[src/rtl/game_round_sequencer_pkg.sv]
// ---------------------------------------------------------------------------
// game_pkg
// Shared types and constants for the alien reaction game round sequencer:
// the sequencer state encoding, the SPI command byte values, the status
// bytes returned to the MBED and a saturating servo adder.
// ---------------------------------------------------------------------------
package game_pkg;

    typedef enum logic [2:0] {
        IDLE,
        LOAD,
        WAIT_SW,
        HIT,
        MISS,
        GAP,
        DONE,
        MAINT_MODE
    } state_t;

    localparam logic [7:0] CMD_GO    = 8'h01;
    localparam logic [7:0] CMD_MAINT = 8'h02;
    localparam logic [7:0] CMD_ABORT = 8'h04;

    localparam logic [7:0] STAT_IDLE      = 8'd20;
    localparam logic [7:0] STAT_ACK       = 8'd21;
    localparam logic [7:0] STAT_LED_BASE  = 8'd32;
    localparam logic [7:0] STAT_DONE_FLAG = 8'h80;

    // The sum is formed one bit wider so a large step cannot wrap past the
    // limit before the saturation compare sees it.
    function automatic logic [7:0] satAdd(input logic [7:0] base,
                                          input logic [7:0] step,
                                          input logic [7:0] limit);
        logic [8:0] sum;
        sum = {1'b0, base} + {1'b0, step};
        return (sum > {1'b0, limit}) ? limit : sum[7:0];
    endfunction

endpackage

[src/rtl/game_round_sequencer_if.sv]
// ---------------------------------------------------------------------------
// game_round_sequencer_if
// Bundles everything the round sequencer exchanges with its neighbours:
//   cmd_valid/cmd_byte  : byte pulses from the SPI command decoder
//   sw_valid/sw_code    : debounced press pulses from the switch debouncer
//   pat_addr/pat_data   : pattern-table lookup (data is combinational)
//   led_code/led_lit    : target LED drive
//   servo_pos           : servo position
//   spi_status          : status byte returned over SPI
//   score/busy/maint    : game progress and maintenance-mode flag
// master = surrounding top level / bench, slave = the sequencer.
// ---------------------------------------------------------------------------
interface game_round_sequencer_if;

    logic       cmd_valid;
    logic [7:0] cmd_byte;
    logic       sw_valid;
    logic [2:0] sw_code;
    logic [3:0] pat_addr;
    logic [2:0] pat_data;
    logic [2:0] led_code;
    logic       led_lit;
    logic [7:0] servo_pos;
    logic [7:0] spi_status;
    logic [4:0] score;
    logic       busy;
    logic       maint;

    modport master (
        output cmd_valid, cmd_byte, sw_valid, sw_code, pat_data,
        input  pat_addr, led_code, led_lit, servo_pos, spi_status,
               score, busy, maint
    );

    modport slave (
        input  cmd_valid, cmd_byte, sw_valid, sw_code, pat_data,
        output pat_addr, led_code, led_lit, servo_pos, spi_status,
               score, busy, maint
    );

endinterface

[src/rtl/game_round_sequencer_round_timer.sv]
// ---------------------------------------------------------------------------
// round_timer
// Clear/enable down-counter. i_clear reloads COUNT-1; while i_enable is high
// the counter steps down and o_tc pulses on the enabled cycle where it reads
// zero, so an enabled window of exactly COUNT cycles ends on the pulse.
//   clk, rst  : clock, asynchronous active-high reset (reset = reloaded)
//   i_clear   : reload the counter
//   i_enable  : count this cycle
//   o_tc      : terminal-count pulse
// ---------------------------------------------------------------------------
module round_timer #(
    parameter int COUNT = 10
) (
    input  logic clk,
    input  logic rst,
    input  logic i_clear,
    input  logic i_enable,
    output logic o_tc
);

    localparam int W = (COUNT > 1) ? $clog2(COUNT) : 1;
    localparam logic [W-1:0] RELOAD = W'(COUNT - 1);

    logic [W-1:0] r_count;

    // Holds at zero rather than wrapping; the owning state leaves on o_tc.
    always_ff @(posedge clk or posedge rst) begin
        if (rst) begin
            r_count <= RELOAD;
        end else if (i_clear) begin
            r_count <= RELOAD;
        end else if (i_enable && (r_count != '0)) begin
            r_count <= r_count - 1'b1;
        end
    end

    assign o_tc = i_enable && (r_count == '0);

endmodule

[src/rtl/game_round_sequencer.sv]
// ---------------------------------------------------------------------------
// game_round_sequencer
// Runs one play session: walks the pattern table, lights each target LED,
// waits for the matching press or a timeout, scores the round, advances the
// servo on hits and publishes a status byte for the SPI return path.
//   clk, rst : 50 MHz clock, asynchronous active-high reset
//   bus      : game_round_sequencer_if.slave (commands, presses, pattern
//              table, LED/servo/status/score/busy/maint outputs)
// ---------------------------------------------------------------------------
module game_round_sequencer #(
    parameter int ROUNDS      = 15,
    parameter int TIMEOUT_CYC = 50_000_000,
    parameter int GAP_CYC     = 2_500_000,
    parameter int SERVO_STEP  = 5,
    parameter int SERVO_MAX   = 89
) (
    input logic clk,
    input logic rst,
    game_round_sequencer_if.slave bus
);

    import game_pkg::*;

    localparam logic [3:0] LAST_ROUND = 4'(ROUNDS - 1);
    localparam logic [7:0] STEP8      = 8'(SERVO_STEP);
    localparam logic [7:0] MAX8       = 8'(SERVO_MAX);

    state_t     r_state;
    logic [3:0] r_round;
    logic [2:0] r_ledCode;
    logic       r_ledLit;
    logic [7:0] r_servoPos;
    logic [7:0] r_spiStatus;
    logic [4:0] r_score;
    logic       r_busy;
    logic       r_maint;

    logic w_cmdGo;
    logic w_cmdMaint;
    logic w_cmdAbort;
    logic w_hit;
    logic w_badPress;
    logic w_timeoutClear;
    logic w_timeoutEn;
    logic w_timeoutTc;
    logic w_gapClear;
    logic w_gapEn;
    logic w_gapTc;

    assign w_cmdGo    = bus.cmd_valid && (bus.cmd_byte == CMD_GO);
    assign w_cmdMaint = bus.cmd_valid && (bus.cmd_byte == CMD_MAINT);
    assign w_cmdAbort = bus.cmd_valid && (bus.cmd_byte == CMD_ABORT);
    assign w_hit      = bus.sw_valid && (bus.sw_code == r_ledCode);
    assign w_badPress = bus.sw_valid && (bus.sw_code != r_ledCode);

    // The timeout window is armed during LOAD so WAIT_SW starts at count 0;
    // the gap window is armed by the one-cycle HIT/MISS scoring state.
    assign w_timeoutClear = (r_state == LOAD);
    assign w_timeoutEn    = (r_state == WAIT_SW);
    assign w_gapClear     = (r_state == HIT) || (r_state == MISS);
    assign w_gapEn        = (r_state == GAP);

    round_timer #(.COUNT(TIMEOUT_CYC)) u_timeoutTimer (
        .clk      (clk),
        .rst      (rst),
        .i_clear  (w_timeoutClear),
        .i_enable (w_timeoutEn),
        .o_tc     (w_timeoutTc)
    );

    round_timer #(.COUNT(GAP_CYC)) u_gapTimer (
        .clk      (clk),
        .rst      (rst),
        .i_clear  (w_gapClear),
        .i_enable (w_gapEn),
        .o_tc     (w_gapTc)
    );

    // ABORT outranks everything while a game runs; in WAIT_SW a correct
    // press is tested before the timeout so a tie scores as a hit.
    always_ff @(posedge clk or posedge rst) begin
        if (rst) begin
            r_state     <= IDLE;
            r_round     <= '0;
            r_ledCode   <= '0;
            r_ledLit    <= 1'b0;
            r_servoPos  <= '0;
            r_spiStatus <= STAT_IDLE;
            r_score     <= '0;
            r_busy      <= 1'b0;
            r_maint     <= 1'b0;
        end else begin
            case (r_state)
                IDLE: begin
                    if (w_cmdGo) begin
                        r_state     <= LOAD;
                        r_round     <= '0;
                        r_score     <= '0;
                        r_servoPos  <= '0;
                        r_spiStatus <= STAT_ACK;
                        r_busy      <= 1'b1;
                    end else if (w_cmdMaint) begin
                        r_state <= MAINT_MODE;
                        r_maint <= 1'b1;
                    end
                end
                MAINT_MODE: begin
                    if (w_cmdAbort) begin
                        r_state     <= IDLE;
                        r_maint     <= 1'b0;
                        r_spiStatus <= STAT_IDLE;
                    end
                end
                default: begin
                    if (w_cmdAbort) begin
                        r_state     <= IDLE;
                        r_ledLit    <= 1'b0;
                        r_spiStatus <= STAT_IDLE;
                        r_busy      <= 1'b0;
                    end else begin
                        case (r_state)
                            LOAD: begin
                                r_ledCode   <= bus.pat_data;
                                r_ledLit    <= 1'b1;
                                r_spiStatus <= STAT_LED_BASE + {5'b0, bus.pat_data};
                                r_state     <= WAIT_SW;
                            end
                            WAIT_SW: begin
                                if (w_hit) begin
                                    r_state <= HIT;
                                end else if (w_badPress || w_timeoutTc) begin
                                    r_state <= MISS;
                                end
                            end
                            HIT: begin
                                r_score    <= r_score + 5'd1;
                                r_servoPos <= satAdd(r_servoPos, STEP8, MAX8);
                                r_ledLit   <= 1'b0;
                                r_state    <= GAP;
                            end
                            MISS: begin
                                r_ledLit <= 1'b0;
                                r_state  <= GAP;
                            end
                            GAP: begin
                                if (w_gapTc) begin
                                    if (r_round == LAST_ROUND) begin
                                        r_state <= DONE;
                                    end else begin
                                        r_round <= r_round + 4'd1;
                                        r_state <= LOAD;
                                    end
                                end
                            end
                            DONE: begin
                                r_spiStatus <= STAT_DONE_FLAG | {3'b0, r_score};
                                r_busy      <= 1'b0;
                                r_state     <= IDLE;
                            end
                            default: begin
                                r_state <= IDLE;
                            end
                        endcase
                    end
                end
            endcase
        end
    end

    assign bus.pat_addr   = r_round;
    assign bus.led_code   = r_ledCode;
    assign bus.led_lit    = r_ledLit;
    assign bus.servo_pos  = r_servoPos;
    assign bus.spi_status = r_spiStatus;
    assign bus.score      = r_score;
    assign bus.busy       = r_busy;
    assign bus.maint      = r_maint;

endmodule

[src/flat_wrapper.sv]
// flat-port wrapper written by rule: the top's interface ports become plain ports
module game_round_sequencer_flat import game_pkg::*;
#(
    parameter int ROUNDS      = 15,
    parameter int TIMEOUT_CYC = 50_000_000,
    parameter int GAP_CYC     = 2_500_000,
    parameter int SERVO_STEP  = 5,
    parameter int SERVO_MAX   = 89
)
  (clk, rst, bus_cmd_valid, bus_cmd_byte, bus_sw_valid, bus_sw_code, bus_pat_data, bus_pat_addr, bus_led_code, bus_led_lit, bus_servo_pos, bus_spi_status, bus_score, bus_busy, bus_maint);
  game_round_sequencer_if bus_i ();
  input logic clk;
  input logic rst;
  input wire logic [$bits(bus_i.cmd_valid)-1:0] bus_cmd_valid;
  input wire logic [$bits(bus_i.cmd_byte)-1:0] bus_cmd_byte;
  input wire logic [$bits(bus_i.sw_valid)-1:0] bus_sw_valid;
  input wire logic [$bits(bus_i.sw_code)-1:0] bus_sw_code;
  input wire logic [$bits(bus_i.pat_data)-1:0] bus_pat_data;
  output wire logic [$bits(bus_i.pat_addr)-1:0] bus_pat_addr;
  output wire logic [$bits(bus_i.led_code)-1:0] bus_led_code;
  output wire logic [$bits(bus_i.led_lit)-1:0] bus_led_lit;
  output wire logic [$bits(bus_i.servo_pos)-1:0] bus_servo_pos;
  output wire logic [$bits(bus_i.spi_status)-1:0] bus_spi_status;
  output wire logic [$bits(bus_i.score)-1:0] bus_score;
  output wire logic [$bits(bus_i.busy)-1:0] bus_busy;
  output wire logic [$bits(bus_i.maint)-1:0] bus_maint;
  assign bus_i.cmd_valid = bus_cmd_valid;
  assign bus_i.cmd_byte = bus_cmd_byte;
  assign bus_i.sw_valid = bus_sw_valid;
  assign bus_i.sw_code = bus_sw_code;
  assign bus_i.pat_data = bus_pat_data;
  assign bus_pat_addr = bus_i.pat_addr;
  assign bus_led_code = bus_i.led_code;
  assign bus_led_lit = bus_i.led_lit;
  assign bus_servo_pos = bus_i.servo_pos;
  assign bus_spi_status = bus_i.spi_status;
  assign bus_score = bus_i.score;
  assign bus_busy = bus_i.busy;
  assign bus_maint = bus_i.maint;
  game_round_sequencer #(.ROUNDS(ROUNDS), .TIMEOUT_CYC(TIMEOUT_CYC), .GAP_CYC(GAP_CYC), .SERVO_STEP(SERVO_STEP), .SERVO_MAX(SERVO_MAX)) u_core (.clk(clk), .rst(rst), .bus(bus_i));
endmodule
[config.mk]
export PLATFORM = sky130hd
export DESIGN_NAME = game_round_sequencer_flat
export DESIGN_NICKNAME = d
export VERILOG_FILES = /design/src/rtl/game_round_sequencer_pkg.sv /design/src/rtl/game_round_sequencer_if.sv /design/src/rtl/game_round_sequencer_round_timer.sv /design/src/rtl/game_round_sequencer.sv /design/src/flat_wrapper.sv
export SDC_FILE = /design/constraint.sdc
export NUM_CORES = 1
export LEC_CHECK = 0
export ABC_CLOCK_PERIOD_IN_PS = 4600
export CAP_MARGIN = 15
export CORE_ASPECT_RATIO = 0.75
export CORE_UTILIZATION = 60
export CTS_CLUSTER_DIAMETER = 120
export DETAILED_ROUTE_END_ITERATION = 8
export DONT_BUFFER_PORTS = 1
export PLACE_DENSITY = 0.76
export SETUP_SLACK_MARGIN = 0.05
export SYNTH_ARGS = -nofsm -noshare
export SYNTH_HDL_FRONTEND = slang
export SYNTH_HIERARCHICAL = 1
export SYNTH_SLANG_ARGS = --single-unit
[constraint.sdc]
create_clock -name clk -period 4.6 [get_ports clk]
set_input_delay 0.92 -clock clk [delete_from_list [all_inputs] [get_ports clk]]
set_output_delay 0.92 -clock clk [all_outputs]
set_load 0.05 [all_outputs]
==> summary.md <==
| Metric | Value |
|---|---|
| Status | completed |
| Die height | 79.6 um |
| CP required | 4840 ps |
| Final WL | 10.6 mm |
| Worst Setup Path Type | register to register |
| FP Rows | 27 |
| CP startpoint kind | register |
| Max Clock Skew | 6.44 ps |
| Max-slew headroom | 35.3% |
| Fmax | 0.326 GHz |
| Yosys reg bits | 81 |
| Most frequent cells in the layout | dfrtp_1 (49), nor2_1 (45), nand2_1 (42) |
| Crit. End Element | register |
| Most used DFF post-synth | dfrtp_1 |
| WP buf/inv | 0 |
| Via count of the first global-routing pass | 3648 |
| Final hold violation count | 0 |
| Max stage delay on crit path | 720 ps |
| DP Area | 0.00487 sq mm |
| Post-synth EDFFs | 0 |
| Max-cap violations | 0 |
| Initial antenna violation count | 0 |
| Crit-path max FO | 22 |
| Clk pin slew, worst setup/hold paths | 80 ps |
| Met3 wire len | 717 um |
| Final period util | 66.7% |
| Die W | 106 um |
| DRT Pass-1 Iters | 5 |
| Sequential fraction of the synthesis area | 42.9% |
| Worst VDD drop | 0.481 mV |
| Yosys cell types | 77 |
| Max Used Layer | met4 |
| Async SR Flop Fraction | 100% |
| Commonest non-fill, non-tap cell in the layout | dfrtp_1 |
| Grt total ovfl | 0 |
| CP max-delay cell | dfrtp_1 |
| Met2 Wirelength | 4.60 mm |
| # setup viols final | 0 |
| Root Buffer | clkbuf_8 |
| H-tree depth | 3 |
| Global placement routability congestion | 0.880 |
| RSZ-0062 raised after global routing | false |
| Ant diodes | 0 |
| Min Hold Slack | 516 ps |
| Setup TNS Final | 0 ps |
| First-pass GRT wire length | 17.9 mm |
| Worst hold path type | register to register |
| Syn Inst Count | 501 |
| Vias per inst | 6.35 |
| Ports | 49 |
| Via count | 3824 |
| Final routed DRC violation total | 0 |
| DR iter-0 viols | 233 |
| Cell mode on critical path | nand2_1 |
| DRT antenna net count | 0 |
| Tmin final | 3070 ps |
| Largest net degree at the start of global routing | 34 |
| Met1 Wirelength | 5.14 mm |
| Synthesis-to-layout area growth | 5.84% |
| Synth warn | 6 |
| TritonCTS Buffers | 9 |
| Initial Util | 63.7% |
| Drt wl/cell | 17.6 um |
| Slew @ Worst Pin | 969 ps |
| CTS Buffer Depth | 2 |
| Post-CTS Resized | 0 |
| CTS Sinks | 81 |
| Buffer count from post-CTS setup fixing | 0 |
| CTS tree | yes |
| Design area | 0.00510 sq mm |
| Pins Over Slew Limit | 0 |
| Leakage power | 1.97 nW |
| Delay-heaviest family, CP | simple AND/OR/NAND/NOR gates |
| All-Layer GR Usage | 26.9% |
| Die area | 0.00840 sq mm |
| Syn nets | 526 |
| Cell area after synthesis | 0.00482 sq mm |
| # nets final | 521 |
| Crit path DAT | 3300 ps |
| Layout cells sized above 1 | 17.6% |
| Post-detail-place hpwl | 7.47 mm |
| Hold buffer count at CTS | 0 |
| Avg Cell Area, Syn | 9.62 sq um |
| Core ar. | 0.00757 sq mm |
| Skew-Pair Late Insertion Delay | 350 ps |
| Worst-path cell chain | and3b_1 > nand3_1 > nor2_1 > nand2_1 > a32oi_1 > o21ai_0 > nand2_1 > mux2_2 |
| PortBufs | 0 |
| PwrDens | 540 mW/mm^2 |
## metal layers
layer  vias up  track usage (%)
li1       1827                -
met1      1851             38.9
met2       133             39.6
met3        13             7.67
met4         0             7.36
met5         -                0
## tightest hold or removal path: cells and delay by family (launching register included)
family             cells  cell delay, ps
AOI/OAI and AO/OA      1              60
DFF                    1             380
and+or+nand+nor        1              70
## kinds of logic (layout without fill, tap and decap cells)
group | after synthesis | after routing | share of synthesized area, %
flip-flops | 81 | 81 | 42.9
multiplexers | 15 | 15 | 3.40
XOR/XNOR | 31 | 31 | 5.63
AND/OR/NAND/NOR | 214 | 214 | 25.2
adder cells (fa/ha/maj) | 8 | 8 | 2.02
AO/OA/AOI/OAI | 109 | 109 | 16.8
buffers and inverters | 42 | 42 | 3.92
other | 1 | 1 | 0.0778
## report_power, final
group	total [W]	switching, W	leakage (nW)	internal [W]
clock network	0.000581	0.000251	0.115	0.000329
logic	0.000799	0.000486	0.879	0.000313
registers	0.00138	0.000526	0.974	0.000849
total	0.00275	0.00126	1.97	0.00149
## worst paths after layout
| kind | startpoint | endpoint | slack, ps | depth (start not counted) |
|---|---|---|---|---|
| max | u_core/r_state[2] | u_core/r_state[0] | 1530 | 8 |
| min | u_core/u_gapTimer/r_count[21] | u_core/u_gapTimer/r_count[21] | 520 | 2 |
| max reg2reg | u_core/r_state[2] | u_core/r_state[0] | 1530 | 8 |
| min reg2reg | u_core/u_gapTimer/r_count[21] | u_core/u_gapTimer/r_count[21] | 520 | 2 |
| max in group asynchronous | rst | u_core/u_timeoutTimer/r_count[7] | 3330 | 1 |
| min in group asynchronous | rst | u_core/r_state[1] | 530 | 2 |
## flip-flops by register name, indices dropped and copies added, names as in the netlist
name,flops
u_core/u_timeoutTimer/r_count,26
u_core/u_gapTimer/r_count,22
u_core/bus.servo_pos,8
u_core/bus.spi_status,7
u_core/bus.score,5
u_core/bus.pat_addr,4
u_core/bus.led_code,3
u_core/r_state,3
u_core/bus.busy,1
u_core/bus.led_lit,1
u_core/bus.maint,1
## final cells by class
cell class | instances | area [sq um]
Fill cell | 606 | 2460
Inverter | 21 | 78.8
Clock buffer | 15 | 198
Timing Repair Buffer | 5 | 37.5
Tap cell | 101 | 126
Sequential cell | 81 | 2070
Multi-Input combinational cell | 378 | 2560
Clock inverter | 1 | 30.0
## through the flow
| step | worst slack [ps] | power [W] | instances | utilization, % |
|---|---|---|---|---|
| global placement | 1610 | 0.00213 | 586 | 64.4 |
| floorplan | 1920 | 0.00196 | 501 | - |
| global route | 1250 | 0.00290 | 602 | 67.4 |
| finish | 1530 | 0.00275 | 602 | 67.4 |
| detailed placement | 1550 | 0.00217 | 586 | 64.4 |
| CTS | 1570 | 0.00276 | 602 | 67.4 |
## synthesized netlist by cell type, drive strengths merged (3+ instances only)
library cell / n / area (sq um)
a21o: 3 / 22.5
a21oi: 18 / 90.1
a22oi: 4 / 30.0
a31oi: 6 / 37.5
a41oi: 3 / 26.3
and2: 4 / 25.0
buf: 13 / 80.1
clkbuf: 8 / 30.0
dfrtp: 49 / 1230
dfstp: 32 / 841
ha: 7 / 87.6
inv: 21 / 78.8
mux2: 8 / 93.8
mux2i: 7 / 70.1
nand2: 42 / 158
nand2b: 6 / 37.5
nand3: 21 / 105
nand4: 11 / 68.8
nor2: 46 / 175
nor2b: 6 / 37.5
nor3: 15 / 90.1
nor3b: 5 / 42.5
nor4: 10 / 62.6
nor4b: 7 / 91.3
o2111ai: 3 / 26.3
o211ai: 10 / 104
o21a: 3 / 22.5
o21ai: 30 / 165
o31ai: 11 / 87.6
o41ai: 4 / 68.8
or2: 6 / 37.5
or3: 11 / 68.8
or4: 12 / 105
or4b: 3 / 37.5
xnor2: 14 / 123
xor2: 17 / 149
No activity file was read; power rests on OpenSTA's default activity.
